$ cat config.mk
export PLATFORM = sky130hd
export DESIGN_NAME = mem_access_flat
export DESIGN_NICKNAME = d
export VERILOG_FILES = /design/src/rtl/mem_access_pkg.sv /design/src/rtl/mem_access_if.sv /design/src/rtl/mem_access_load_align.sv /design/src/rtl/mem_access.sv /design/src/flat_wrapper.sv
export SDC_FILE = /design/constraint.sdc
export NUM_CORES = 1
export LEC_CHECK = 0
export CELL_PAD_IN_SITES_DETAIL_PLACEMENT = 0
export CELL_PAD_IN_SITES_GLOBAL_PLACEMENT = 1
export CORE_MARGIN = 5
export CORE_UTILIZATION = 31
export CTS_CLUSTER_SIZE = 14
export DETAILED_ROUTE_END_ITERATION = 10
export PLACE_DENSITY_LB_ADDON = 0.05
export SETUP_SLACK_MARGIN = 0.02
export SYNTH_ARGS = -nofsm -noshare
export SYNTH_HDL_FRONTEND = slang
export SYNTH_SLANG_ARGS = --single-unit
$ cat constraint.sdc
create_clock -name clk -period 2 [get_ports clk]
set_clock_uncertainty 0.1 [all_clocks]
set_input_delay 0.3 -clock clk [delete_from_list [all_inputs] [get_ports clk]]
set_output_delay 0.3 -clock clk [all_outputs]
set_load 0.02 [all_outputs]
$ cat src/rtl/mem_access_pkg.sv
// mem_access_pkg: shared definitions for the memory-access stage.
//   - FSM state encodings (IDLE / REQ / RESP)
//   - funct3 access-size codes and the decoded size type
//   - byte-enable base patterns and lane/alignment helper functions
package mem_access_pkg;

  localparam logic [1:0] ST_IDLE = 2'd0;
  localparam logic [1:0] ST_REQ  = 2'd1;
  localparam logic [1:0] ST_RESP = 2'd2;

  localparam logic [2:0] F3_B  = 3'b000;
  localparam logic [2:0] F3_H  = 3'b001;
  localparam logic [2:0] F3_W  = 3'b010;
  localparam logic [2:0] F3_BU = 3'b100;
  localparam logic [2:0] F3_HU = 3'b101;

  localparam logic [3:0] BE_BYTE = 4'b0001;
  localparam logic [3:0] BE_HALF = 4'b0011;
  localparam logic [3:0] BE_WORD = 4'b1111;

  typedef enum logic [1:0] {SZ_B, SZ_H, SZ_W} size_e;

  // Unlisted encodings (011, 110, 111) fall back to a full word access.
  function automatic size_e size_of(input logic [2:0] f3);
    case (f3)
      F3_B, F3_BU: return SZ_B;
      F3_H, F3_HU: return SZ_H;
      F3_W:        return SZ_W;
      default:     return SZ_W;
    endcase
  endfunction

  // Halfwords ignore a[0] so an unaligned halfword still lands on a legal lane pair.
  function automatic logic [3:0] byte_en(input size_e sz, input logic [1:0] lo);
    case (sz)
      SZ_B:    return BE_BYTE << lo;
      SZ_H:    return BE_HALF << {lo[1], 1'b0};
      default: return BE_WORD;
    endcase
  endfunction

  function automatic logic misaligned(input size_e sz, input logic [1:0] lo);
    return ((sz == SZ_H) && lo[0]) || ((sz == SZ_W) && (lo != 2'b00));
  endfunction

endpackage

$ cat src/rtl/mem_access_if.sv
// mem_access_if: data-memory request/acknowledge bus.
//   req    master->slave  request, held until ack
//   we     master->slave  1 store, 0 load
//   addr   master->slave  word-aligned address
//   wdata  master->slave  store data replicated across lanes
//   be     master->slave  byte enables
//   ack    slave->master  access complete, rdata valid this cycle
//   rdata  slave->master  load word
interface mem_access_if #(parameter int XLEN = 32);
  logic            req;
  logic            we;
  logic [XLEN-1:0] addr;
  logic [XLEN-1:0] wdata;
  logic [3:0]      be;
  logic            ack;
  logic [XLEN-1:0] rdata;

  modport master (output req, we, addr, wdata, be, input ack, rdata);
  modport slave  (input req, we, addr, wdata, be, output ack, rdata);
endinterface

$ cat src/rtl/mem_access_load_align.sv
// mem_access_load_align: combinational load-data alignment.
//   rdata   in   XLEN  raw word from memory
//   lo      in   2     low address bits of the access
//   funct3  in   3     access size / signedness
//   data    out  XLEN  lane-selected, sign- or zero-extended result
module mem_access_load_align
  import mem_access_pkg::*;
#(
  parameter int XLEN = 32
) (
  input  logic [XLEN-1:0] rdata,
  input  logic [1:0]      lo,
  input  logic [2:0]      funct3,
  output logic [XLEN-1:0] data
);

  logic [7:0]  byte_sel;
  logic [15:0] half_sel;

  always_comb begin
    byte_sel = rdata[{lo, 3'b000} +: 8];
    half_sel = lo[1] ? rdata[31:16] : rdata[15:0];
    // funct3[2] marks the unsigned (BU/HU) variants.
    case (size_of(funct3))
      SZ_B:    data = funct3[2] ? {{(XLEN-8){1'b0}}, byte_sel}
                                : {{(XLEN-8){byte_sel[7]}}, byte_sel};
      SZ_H:    data = funct3[2] ? {{(XLEN-16){1'b0}}, half_sel}
                                : {{(XLEN-16){half_sel[15]}}, half_sel};
      default: data = rdata;
    endcase
  end

endmodule

$ cat src/rtl/mem_access.sv
// mem_access: RV32I memory stage between execute and write-back.
//   clk, rst_n                  clock, synchronous active-low reset
//   in_valid / in_ready         op handshake from execute (ready only in IDLE)
//   alu_result, rs2_data, rd    address-or-result, store data, destination
//   reg_write, mem_read,
//   mem_write, funct3           op control
//   out_valid, out_we, out_rd,
//   out_data, fault             one-cycle write-back pulse
//   dmem                        data-memory bus (mem_access_if master)
// Build option: MISALIGN_TRAP_EN traps misaligned H/W accesses with fault
// instead of issuing them with the low address bits ignored.
module mem_access
  import mem_access_pkg::*;
#(
  parameter int XLEN        = 32,
  parameter int MEM_TIMEOUT = 15
) (
  input  logic             clk,
  input  logic             rst_n,
  input  logic             in_valid,
  output logic             in_ready,
  input  logic [XLEN-1:0]  alu_result,
  input  logic [XLEN-1:0]  rs2_data,
  input  logic [4:0]       rd,
  input  logic             reg_write,
  input  logic             mem_read,
  input  logic             mem_write,
  input  logic [2:0]       funct3,
  output logic             out_valid,
  output logic             out_we,
  output logic [4:0]       out_rd,
  output logic [XLEN-1:0]  out_data,
  output logic             fault,
  mem_access_if.master     dmem
);

  localparam int               CNT_W    = $clog2(MEM_TIMEOUT + 1);
  localparam logic [CNT_W-1:0] CNT_LAST = CNT_W'(MEM_TIMEOUT - 1);

  logic [1:0]      state_q, state_d;
  logic [CNT_W-1:0] cnt_q, cnt_d;
  logic [4:0]      rd_q, rd_d;
  logic            wb_en_q, wb_en_d;
  logic [2:0]      funct3_q, funct3_d;
  logic [1:0]      lo_q, lo_d;
  logic            fault_pend_q, fault_pend_d;
  logic            out_valid_q, out_valid_d;
  logic            out_we_q, out_we_d;
  logic [4:0]      out_rd_q, out_rd_d;
  logic [XLEN-1:0] out_data_q, out_data_d;
  logic            fault_q, fault_d;
  logic            req_q, req_d;
  logic            we_q, we_d;
  logic [XLEN-1:0] addr_q, addr_d;
  logic [XLEN-1:0] wdata_q, wdata_d;
  logic [3:0]      be_q, be_d;

  logic            is_mem, is_store, misalign;
  size_e           in_size;
  logic [XLEN-1:0] in_wdata;
  logic [XLEN-1:0] load_data;

  assign is_mem   = mem_read | mem_write;
  assign is_store = mem_write & ~mem_read;   // read wins when both are set
  assign in_size  = size_of(funct3);

`ifdef MISALIGN_TRAP_EN
  assign misalign = misaligned(in_size, alu_result[1:0]);
`else
  assign misalign = 1'b0;
`endif

  always_comb begin
    case (in_size)
      SZ_B:    in_wdata = {(XLEN/8){rs2_data[7:0]}};
      SZ_H:    in_wdata = {(XLEN/16){rs2_data[15:0]}};
      default: in_wdata = rs2_data;
    endcase
  end

  mem_access_load_align #(.XLEN(XLEN)) u_load_align (
    .rdata  (dmem.rdata),
    .lo     (lo_q),
    .funct3 (funct3_q),
    .data   (load_data)
  );

  always_comb begin
    state_d      = state_q;
    cnt_d        = cnt_q;
    rd_d         = rd_q;
    wb_en_d      = wb_en_q;
    funct3_d     = funct3_q;
    lo_d         = lo_q;
    fault_pend_d = fault_pend_q;
    out_valid_d  = 1'b0;
    out_we_d     = 1'b0;
    fault_d      = 1'b0;
    out_rd_d     = out_rd_q;
    out_data_d   = out_data_q;
    req_d        = req_q;
    we_d         = we_q;
    addr_d       = addr_q;
    wdata_d      = wdata_q;
    be_d         = be_q;

    case (state_q)
      ST_IDLE: begin
        if (in_valid) begin
          if (!is_mem) begin
            out_valid_d = 1'b1;
            out_we_d    = reg_write & (rd != 5'd0);
            out_rd_d    = rd;
            out_data_d  = alu_result;
          end else begin
            rd_d       = rd;
            wb_en_d    = reg_write & (rd != 5'd0) & ~is_store;
            funct3_d   = funct3;
            lo_d       = alu_result[1:0];
            cnt_d      = '0;
            out_data_d = '0;
            if (misalign) begin
              // Trapped access never touches memory; report it via RESP.
              state_d      = ST_RESP;
              fault_pend_d = 1'b1;
            end else begin
              state_d      = ST_REQ;
              fault_pend_d = 1'b0;
              req_d        = 1'b1;
              we_d         = is_store;
              addr_d       = {alu_result[XLEN-1:2], 2'b00};
              wdata_d      = in_wdata;
              be_d         = byte_en(in_size, alu_result[1:0]);
            end
          end
        end
      end
      ST_REQ: begin
        // An ack arriving on the final timeout cycle still completes normally.
        if (dmem.ack) begin
          state_d    = ST_RESP;
          req_d      = 1'b0;
          out_data_d = we_q ? '0 : load_data;
        end else if (cnt_q == CNT_LAST) begin
          state_d      = ST_RESP;
          req_d        = 1'b0;
          fault_pend_d = 1'b1;
        end else begin
          cnt_d = cnt_q + 1'b1;   // bounded by CNT_LAST, so it cannot wrap
        end
      end
      ST_RESP: begin
        state_d     = ST_IDLE;
        out_valid_d = 1'b1;
        out_we_d    = wb_en_q & ~fault_pend_q;
        fault_d     = fault_pend_q;
        out_rd_d    = rd_q;
      end
      default: state_d = ST_IDLE;
    endcase
  end

  always_ff @(posedge clk) begin
    if (!rst_n) begin
      state_q      <= ST_IDLE;
      cnt_q        <= '0;
      rd_q         <= '0;
      wb_en_q      <= 1'b0;
      funct3_q     <= '0;
      lo_q         <= '0;
      fault_pend_q <= 1'b0;
      out_valid_q  <= 1'b0;
      out_we_q     <= 1'b0;
      out_rd_q     <= '0;
      out_data_q   <= '0;
      fault_q      <= 1'b0;
      req_q        <= 1'b0;
      we_q         <= 1'b0;
      addr_q       <= '0;
      wdata_q      <= '0;
      be_q         <= '0;
    end else begin
      state_q      <= state_d;
      cnt_q        <= cnt_d;
      rd_q         <= rd_d;
      wb_en_q      <= wb_en_d;
      funct3_q     <= funct3_d;
      lo_q         <= lo_d;
      fault_pend_q <= fault_pend_d;
      out_valid_q  <= out_valid_d;
      out_we_q     <= out_we_d;
      out_rd_q     <= out_rd_d;
      out_data_q   <= out_data_d;
      fault_q      <= fault_d;
      req_q        <= req_d;
      we_q         <= we_d;
      addr_q       <= addr_d;
      wdata_q      <= wdata_d;
      be_q         <= be_d;
    end
  end

  assign in_ready   = (state_q == ST_IDLE);
  assign out_valid  = out_valid_q;
  assign out_we     = out_we_q;
  assign out_rd     = out_rd_q;
  assign out_data   = out_data_q;
  assign fault      = fault_q;
  assign dmem.req   = req_q;
  assign dmem.we    = we_q;
  assign dmem.addr  = addr_q;
  assign dmem.wdata = wdata_q;
  assign dmem.be    = be_q;

endmodule

$ cat src/flat_wrapper.sv
// flat-port wrapper written by rule: the top's interface ports become plain ports
module mem_access_flat import mem_access_pkg::*;
#(
  parameter int XLEN        = 32,
  parameter int MEM_TIMEOUT = 15
)
  (clk, rst_n, in_valid, in_ready, alu_result, rs2_data, rd, reg_write, mem_read, mem_write, funct3, out_valid, out_we, out_rd, out_data, fault, dmem_req, dmem_we, dmem_addr, dmem_wdata, dmem_be, dmem_ack, dmem_rdata);
  mem_access_if #(.XLEN(XLEN)) dmem_i ();
  input  logic clk;
  input  logic rst_n;
  input  logic in_valid;
  output logic in_ready;
  input  logic [XLEN-1:0] alu_result;
  input  logic [XLEN-1:0] rs2_data;
  input  logic [4:0] rd;
  input  logic reg_write;
  input  logic mem_read;
  input  logic mem_write;
  input  logic [2:0] funct3;
  output logic out_valid;
  output logic out_we;
  output logic [4:0] out_rd;
  output logic [XLEN-1:0] out_data;
  output logic fault;
  output wire logic [$bits(dmem_i.req)-1:0] dmem_req;
  output wire logic [$bits(dmem_i.we)-1:0] dmem_we;
  output wire logic [$bits(dmem_i.addr)-1:0] dmem_addr;
  output wire logic [$bits(dmem_i.wdata)-1:0] dmem_wdata;
  output wire logic [$bits(dmem_i.be)-1:0] dmem_be;
  input wire logic [$bits(dmem_i.ack)-1:0] dmem_ack;
  input wire logic [$bits(dmem_i.rdata)-1:0] dmem_rdata;
  assign dmem_req = dmem_i.req;
  assign dmem_we = dmem_i.we;
  assign dmem_addr = dmem_i.addr;
  assign dmem_wdata = dmem_i.wdata;
  assign dmem_be = dmem_i.be;
  assign dmem_i.ack = dmem_ack;
  assign dmem_i.rdata = dmem_rdata;
  mem_access #(.XLEN(XLEN), .MEM_TIMEOUT(MEM_TIMEOUT)) u_core (.clk(clk), .rst_n(rst_n), .in_valid(in_valid), .in_ready(in_ready), .alu_result(alu_result), .rs2_data(rs2_data), .rd(rd), .reg_write(reg_write), .mem_read(mem_read), .mem_write(mem_write), .funct3(funct3), .out_valid(out_valid), .out_we(out_we), .out_rd(out_rd), .out_data(out_data), .fault(fault), .dmem(dmem_i));
endmodule
==> results of run 1 <==
[sequential cells by signal, indices dropped and copies added, names as in the netlist]
register / cells
u_core.cnt_q: 4
u_core.out_valid: 1
u_core.dmem.be: 4
u_core.dmem.wdata: 32
u_core.fault_pend_q: 1
u_core.out_data: 32
u_core.fault: 1
u_core.wb_en_q: 1
u_core.dmem.we: 1
u_core.lo_q: 2
u_core.dmem.req: 1
u_core.dmem.addr: 30
u_core.rd_q: 5
u_core.out_rd: 5
u_core.funct3_q: 3
u_core.out_we: 1
u_core.state_q: 2
[area by class of cell]
cell class | instances | area [sq um] | share of cell area (%)
clock inverter | 12 | 121 | 1.36
inverter | 4 | 15.0 | 0.168
tap | 229 | 287 | 3.20
timing repair buffer | 259 | 2630 | 29.4
sequential | 126 | 2520 | 28.2
clock buffer | 20 | 437 | 4.88
multi-input combinational | 518 | 2930 | 32.8
[cells by family (layout without fill, tap and decap cells)]
kind of cell	Yosys count	after routing	synth area share, %
adders and majority gates	2	2	0.435
other	1	2	0.0652
buffers and inverters	66	295	5.48
AOI/OAI and AO/OA	228	228	24.1
DFF	126	126	43.9
xor gates and xnor gates	2	2	0.305
muxes	35	35	6.22
and+or+nand+nor	249	249	19.5
[layer usage]
layer,vias to the layer above,wire length (um),GRT usage (%)
met2,212,9740,29.9
met1,2719,9580,25.8
met4,0,269,5.27
met3,20,1520,5.92
met5,-,0,0
li1,2922,-,-
[synth_stat cells (all sizes together) (11+ instances only)]
| cell type | instances |
|---|---|
| mux2i | 29 |
| buf | 29 |
| a22oi | 21 |
| nand2 | 145 |
| nor2b | 12 |
| nand2b | 19 |
| nor2 | 43 |
| dfxtp | 126 |
| a221oi | 11 |
| a211oi | 24 |
| o21ai | 53 |
| clkbuf | 33 |
| a21oi | 95 |
[placed cells by master, fill, tap and decap left out, types with 3 or more instances in the layout]
cell type,count
a211oi_1,24
a21o_1,3
a21oi_1,94
a221oi_1,11
a22oi_1,21
a311oi_1,8
a31oi_1,5
buf_12,11
buf_4,29
clkbuf_1,3
clkbuf_16,17
clkdlybuf4s50_1,218
clkinv_2,6
clkinvlp_4,3
dfxtp_1,126
inv_1,3
mux2_2,6
mux2i_1,29
nand2_1,144
nand2b_1,19
nand3_1,7
nor2_1,41
nor2b_1,12
nor3_1,6
o21ai_0,52
[path summary, 6_finish.rpt]
check                             from                   end  slack, ns  cells after the start
setup / recovery        u_core.lo_q[1]   u_core.out_data[12]       0.19                      5
hold / removal    u_core.dmem.addr[12]  u_core.dmem.addr[12]       0.35                      2
setup reg to reg        u_core.lo_q[1]   u_core.out_data[12]       0.19                      5
hold reg to reg   u_core.dmem.addr[12]  u_core.dmem.addr[12]       0.35                      2
[worst max-delay path, delay by kind of cell, from the launching register on]
family	cells	cell delay (ns)
multiplexers	1	0.38
AND/OR/NAND/NOR	2	0.41
AO/OA/AOI/OAI	1	0.09
buffers and inverters	1	0.20
flip-flops	1	0.50
[power by group through the flow]
stage / clock network, uW / logic [uW] / registers, uW
finish: 2970 / 1720 / 2810
global route: 3160 / 1850 / 2840
CTS: 3050 / 1730 / 2810
detailed placement: 0 / 1720 / 2860
global placement: 0 / 1700 / 2860
floorplan: 0 / 622 / 3060
[timing repair]
action / in CTS / in global routing
gates resized for setup: 1 / 0
hold endpoints to repair: 0 / 0
setup endpoints to repair: 1 / 8
setup buffers: 0 / 1
pin swaps: 0 / 1
gates cloned: 0 / 0
[per-stage QoR]
stage,TNS [ns],utilization [%]
floorplan,0,-
global placement,-1.68,46.3
detailed placement,-3.00,46.3
CTS,0,49.4
global route,0,49.4
finish,0,49.4
==> results_dict.tcl, run 1 <==
set metrics [dict create \
    syn_area_per_cell_sq_um 8.11 \
    slew_headroom_pct 67.0 \
    min_path_type "flip-flop to flip-flop" \
    setup_violations 0 \
    drive_gt1_share_pct 9.37 \
    p_per_area_nw_per_um2 839 \
    cp_slowest_cell "dfxtp_1" \
    power_frac_seq_pct 37.5 \
    slew_violations 0 \
    port_buffers 219 \
    finalPower_uw 7500 \
    place_hpwl_mm 15.6 \
    period_share_pct 90.7 \
    fmax_ghz 0.551 \
    io_pins 222 \
    whs_ns 0.351 \
    crit_arrival_ns 2.00 \
    yosysSeqAreaShare_pct 43.9 \
    hold_buffers 0 \
    grt_max_degree 69 \
    cts_root_buf "clkbuf_16" \
    grt_setup_unrepaired "no" \
    ant_nets 0 \
    hold_viol 0 \
    yosysUniqueCellTypes 49 \
    path_class "flip-flop to flip-flop" \
    drv_cap 0 \
    syn_inst 709 \
    core-area_sq_um 18100 \
    initial_utilization_pct 31.8 \
    tritoncts "yes" \
    final_cells 1168 \
    wl_per_cell_um 18.1 \
    yosys-top-cells-area "dfxtp_1, nand2_1, a21oi_1, mux2i_1, o21ai_0" \
    vias 5873 \
    worst_slack_ns 0.186 \
    clk_latency_ns 0.41 \
    place_ws_ns -0.137 \
    post_dp_cell_area_sq_um 8380 \
    antenna_cells 0 \
    post-place-cells 1135 \
    syn_area_sq_um 5750 \
    yosys.area.top_type "dfxtp_1" \
    start_kind "flip-flop" \
    die_area_sq_um 21400 \
    antenna_found_initial 0 \
    ys_ff_latch 126 \
    cts_buffers 17 \
    async_flop_share_pct 0 \
    synth_edf_count 0 \
    gr-total-overflow 0 \
    grt_first_pass_wirelength_mm 33.0 \
    irDropWorstVdd_uv 580 \
    drtIter0Drc 236 \
    tightest_slew_ns 0.490 \
    drc 0 \
    internal_power_uw 5350 \
    p_sw_share_pct 28.7 \
    via_per_inst 5.03 \
    drt-total-wl_mm 21.1 \
    max_stage_delay_ns 0.50 \
    crit_fanout 8 \
    switching_power_uw 2150 \
    p_leak_uw 0.00323 \
    num_rows 49 \
    cp-end-kind "flip-flop" \
    cp_cell_sequence "mux2i_1 > nor3_1 > nor4_4 > buf_4 > a211oi_1" \
    dieHeight_um 146 \
    grt_pass1_vias 5890 \
    pwr-share-clk_pct 39.6 \
    stdcell_area_sq_um 8940 \
    cts.sinks 126 \
    min_period_ns 1.81 \
    h-tree-depth 4 \
    combPwrFrac_pct 22.9 \
    globalplace.congestion 0.892 \
    nFillCells 1722 \
    synth_top_area_share_pct 43.9 \
    outcome "finished, final reports clean" \
    first_pass_iters 5 \
    clk_pin_slew_ns 0.06 \
    yosysWarnings 0 \
    cts_buffer_depth 2 \
    synthFlopType "dfxtp_1" \
    cp.required_ns 2.19 \
    die_w_um 146 \
    track_usage_pct 19.2 \
    final_nets 1039 \
    area_growth_pct 55.5 \
]
Note: power is estimated with default switching activity, not from simulation.
==> run 2: changes to the inputs <==
- PLACE_DENSITY: unset -> 0.85
- PLACE_DENSITY_LB_ADDON: 0.05 -> unset
==> run 2 against run 1 <==
Net effect: sequential power hardly changed; first-iteration DRC count rose by 61%; power down 1.4%; design area up 0.63%; non-clock buffer count rose by 3; setup slack got worse by 0.081 ns; critical path type is now flip-flop to output pin; critical endpoint is now in_ready; largest cell class unchanged.
==> results_dict.tcl, run 2 (synthesis results as in run 1) <==
set metrics [dict create \
    outcome "finished, final reports clean" \
    grt_setup_unrepaired "no" \
    slew_headroom_pct 62.9 \
    hold_viol 0 \
    place_hpwl_mm 15.2 \
    p_per_area_nw_per_um2 822 \
    place_ws_ns -0.0620 \
    globalplace.congestion 0.846 \
    cts_buffers 17 \
    grt_max_degree 50 \
    fmax_ghz 0.528 \
    ant_nets 0 \
    period_share_pct 94.8 \
    tritoncts "yes" \
    multi_input_area_sq_um 2930 \
    io_pins 222 \
    whs_ns 0.352 \
    start_kind "flip-flop" \
    cts.sinks 126 \
    h-tree-depth 4 \
    drtIter0Drc 381 \
    grt_first_pass_wirelength_mm 32.5 \
    final_cell_mix "clkdlybuf4s50_1, nand2_1, dfxtp_1" \
    p_leak_uw 0.00325 \
    tightest_slew_ns 0.542 \
    initial_utilization_pct 31.8 \
    worst_slack_ns 0.105 \
    clk_latency_ns 0.41 \
    drive_gt1_share_pct 9.67 \
    num_rows 49 \
    wl_per_cell_um 17.7 \
    crit_arrival_ns 1.50 \
    antenna_cells 0 \
    antenna_found_initial 0 \
    cts_setup_buffers 0 \
    mostFrequentLayoutCell "clkdlybuf4s50_1" \
    path_delay_family "flip-flops" \
    vias 5960 \
    via_per_inst 5.09 \
    min_period_ns 1.90 \
    slew_violations 0 \
    dieHeight_um 146 \
    port_buffers 219 \
    ff_latch_area_sq_um 2520 \
    final_nets 1042 \
    setup_violations 0 \
    die_area_sq_um 21400 \
    die_w_um 146 \
    path_class "flip-flop to output pin" \
    cp.required_ns 1.60 \
    track_usage_pct 18.9 \
    max_stage_delay_ns 0.63 \
    cp-end-kind "output pin" \
    drt-total-wl_mm 20.7 \
    cp_slowest_cell "dfxtp_1" \
    cts_buffer_depth 2 \
    path_buf_inv 1 \
    cts_root_buf "clkbuf_16" \
    gr-total-overflow 0 \
    grt_pass1_vias 5840 \
    irDropWorstVdd_uv 580 \
    clk_pin_slew_ns 0.06 \
    core-area_sq_um 18100 \
    drv_cap 0 \
    drc 0 \
    nFillCells 1731 \
    first_pass_iters 5 \
    area_growth_pct 56.5 \
    min_path_type "flip-flop to flip-flop" \
    crit_fanout 13 \
    cp_cell_sequence "nor2_1 > dlygate4sd2_1" \
]
-- run 2: cell count changes in the layout (fill, tap and decap cells not counted), sizes merged --
cell,change
buf,+3
bufinv,-1
-- run 2: path summary, 6_finish.rpt --
kind | startpoint | end | slack (ns) | cells after the start
worst max-delay path | u_core.state_q[1] | in_ready | 0.10 | 2
worst min-delay path | u_core.dmem.wdata[4] | u_core.dmem.wdata[4] | 0.35 | 2
worst max register to register | u_core.state_q[1] | u_core.out_data[4] | 0.22 | 4
worst min register to register | u_core.dmem.wdata[4] | u_core.dmem.wdata[4] | 0.35 | 2
-- run 2: per-layer routing --
metal	share of wire, %	track usage (%)
met1	42	23.4
met4	2.5	7.20
met5	0	0
met2	46	30.2
met3	9.8	6.76
-- run 2: worst reg2reg max path: stages, from the launching register on --
cell and delay [ns]:
dfxtp_1 0.46, or3b_1 0.54, nor2_1 0.31, nand2b_1 0.14
a31oi_1 0.17
-- run 2: final cells by class --
class | instances | share of cell area (%)
clock inverters | 11 | 1.06
inverters | 4 | 0.167
repair buffers | 262 | 30.0
flip-flops and latches | 126 | 28.0
well taps | 229 | 3.18
multi-input cells | 518 | 32.6
clock buffers | 20 | 4.96
-- run 2: report_power, final --
part | leakage (uW) | switching, uW | internal [uW] | total, uW
clock network | 0.000261 | 1120 | 1720 | 2840
registers | 0.00103 | 114 | 2700 | 2820
logic | 0.00196 | 888 | 846 | 1730
total | 0.00325 | 2120 | 5270 | 7400
-- run 2: what timing repair did --
item | 4_1_cts | 5_1_grt
hold buffers | 0 | 0
endpoints found under the setup margin | 1 | 0
resized for setup | 1 | 0
-- run 2: through the flow --
stage | instances | area [sq um] | setup TNS [ns] | utilization [%] | power (uW)
finish | 1170 | 9000 | 0 | 49.7 | 7400
global route | 1170 | 9000 | 0 | 49.7 | 7720
CTS | 1170 | 9000 | 0 | 49.7 | 7480
detailed placement | 1139 | 8460 | -1.20 | 46.8 | 4610
global placement | 1139 | 8460 | -0.0991 | 46.8 | 4590
floorplan | 710 | 5750 | 0 | - | 3680
==> run 3: changes to the inputs <==
- GPL_TIMING_DRIVEN: unset -> 0
==> run 3 against run 2 <==
Net effect: final cell count increased by 1.8%; die area unchanged; wire length up 8.4%; highest routed layer unchanged; critical endpoint is now dmem_we; worst hold slack got worse by 0.12 ns; setup slack worse by 0.030 ns; clock power grew 24%; utilization fell by 0.30 points; power up 8.4%; sequential power is essentially flat; critical path depth down 1; sequential share of layout area grew 0.20 points; via count rose by 1.9%.
==> results_dict.tcl, run 3 (synthesis results as in run 1) <==
set metrics [dict create \
    outcome "finished, final reports clean" \
    cp_slowest_cell "clkdlybuf4s50_1" \
    grt_first_pass_wirelength_mm 34.3 \
    path_class "flip-flop to output pin" \
    drt-total-wl_mm 22.4 \
    dieHeight_um 146 \
    drtIter0Drc 335 \
    gr-total-overflow 0 \
    clk_latency_ns 0.42 \
    antenna_found_initial 1 \
    tightest_slew_ns 0.590 \
    startpoint "u_core.dmem.we" \
    via_per_inst 5.10 \
    h-tree-depth 4 \
    drive_gt1_share_pct 8.95 \
    final_nets 1061 \
    worst_slack_ns 0.0744 \
    worstHoldStart "funct3[0]" \
    p_per_area_nw_per_um2 896 \
    clk_pin_slew_ns 0.06 \
    first_pass_iters 5 \
    hold_buffers 0 \
    finalPower_uw 8020 \
    r2r-start "u_core.lo_q[1]" \
    place_hpwl_mm 17.1 \
    hold_viol 0 \
    internal_power_uw 5770 \
    globalplace.congestion 0.912 \
    final_cells 1191 \
    cts_buffers 17 \
    grt_pass1_vias 5858 \
    fmax_ghz 0.519 \
    drv_cap 0 \
    io_pins 222 \
    switching_power_uw 2250 \
    mostFrequentLayoutCell "clkdlybuf4s50_1" \
    period_share_pct 96.3 \
    post-place-cells 1156 \
    cts_buffer_depth 2 \
    path_buf_inv 1 \
    port_buffers 217 \
    area_growth_pct 55.6 \
    combPwrFrac_pct 21.2 \
    path_delay_family "buffers and inverters" \
    cp_cell_sequence "clkdlybuf4s50_1" \
    power_frac_seq_pct 35.1 \
    setup_violations 0 \
    place_ws_ns -0.518 \
    p_leak_uw 0.00322 \
    track_usage_pct 20.4 \
    p_sw_share_pct 28.1 \
    die_w_um 146 \
    grt_setup_unrepaired "yes" \
    min_path_type "input port to flip-flop" \
    crit_fanout 4 \
    grt_max_degree 17 \
    cts.sinks 126 \
    num_rows 49 \
    slew_headroom_pct 60.6 \
    max_stage_delay_ns 0.66 \
    cp-end-kind "output pin" \
    tritoncts "yes" \
    drc 0 \
    nFillCells 1752 \
    final_cell_mix "clkdlybuf4s50_1, nand2_1, dfxtp_1" \
    cts_root_buf "clkbuf_16" \
    slew_violations 0 \
    initial_utilization_pct 31.8 \
    min_period_ns 1.93 \
    vias 6072 \
    wl_per_cell_um 18.8 \
    die_area_sq_um 21400 \
    cp.required_ns 1.60 \
    start_kind "flip-flop" \
    pwr-share-clk_pct 43.7 \
    core-area_sq_um 18100 \
    irDropWorstVdd_uv 602 \
    ant_nets 0 \
    crit_arrival_ns 1.53 \
]
-- run 3: changes by cell type in the layout (fill, tap and decap cells not counted), moves of 5 or more --
| cell | change |
|---|---|
| clkbuf_4 | +5 |
| buf_2 | +12 |
| buf_12 | -15 |
| buf_4 | -18 |
| clkbuf_2 | +5 |
| clkbuf_1 | +26 |
-- run 3: cell type report --
cell class	instances	area [sq um]	share of cell area, %
Tap cell	229	287	3.20
Antenna cell	1	2.50	0.0280
Clock inverter	13	211	2.36
Timing Repair Buffer	219	2190	24.5
Clock buffer	19	453	5.06
Multi-Input combinational cell	518	2940	32.8
Sequential cell	126	2520	28.2
Inverter	4	15.0	0.168
Buffer	62	325	3.64
-- run 3: worst paths after layout --
check                             end  slack [ns]  depth (start not counted)
hold / removal     u_core.funct3_q[0]        0.23                          3
hold reg to reg   u_core.dmem.addr[8]        0.35                          2
setup reg to reg   u_core.out_data[2]        0.13                          5
setup / recovery              dmem_we        0.07                          1
-- run 3: routing by layer --
| metal | share of wire, % | global-route usage (%) | wire length (um) | vias up |
|---|---|---|---|---|
| met5 | 0 | 0 | 0 | - |
| met4 | 1.8 | 5.93 | 398 | 0 |
| met3 | 9.1 | 7.03 | 2050 | 25 |
| met2 | 47 | 32.6 | 10500 | 220 |
| li1 | - | - | - | 2972 |
| met1 | 42 | 26.1 | 9500 | 2855 |
-- run 3: through the flow --
stage                     hold slack, ns  TNS [ns]  area (sq um)  utilization, %
after floorplan                    0.297         0          5750               -
after global placement             0.341    -42.90          8210            45.4
after CTS                          0.200         0          8900            49.2
after global routing               0.261         0          8940            49.5
after detailed placement           0.346    -42.02          8210            45.4
final                              0.229         0          8940            49.5
-- run 3: power by group through the flow --
| stage | Clock (uW) | Combinational (uW) | Sequential, uW |
|---|---|---|---|
| final | 3510 | 1700 | 2810 |
| after CTS | 3540 | 1690 | 2810 |
| after detailed placement | 0 | 1670 | 2860 |
| after global placement | 0 | 1670 | 2860 |
| after floorplan | 0 | 622 | 3060 |
| after global routing | 3650 | 1830 | 2830 |
-- run 3: what timing repair did --
action	in CTS	in global routing
resized for setup	8	15
pin swaps	0	1
buffers inserted	1	1
gates cloned	0	0
endpoints found under the setup margin	52	47
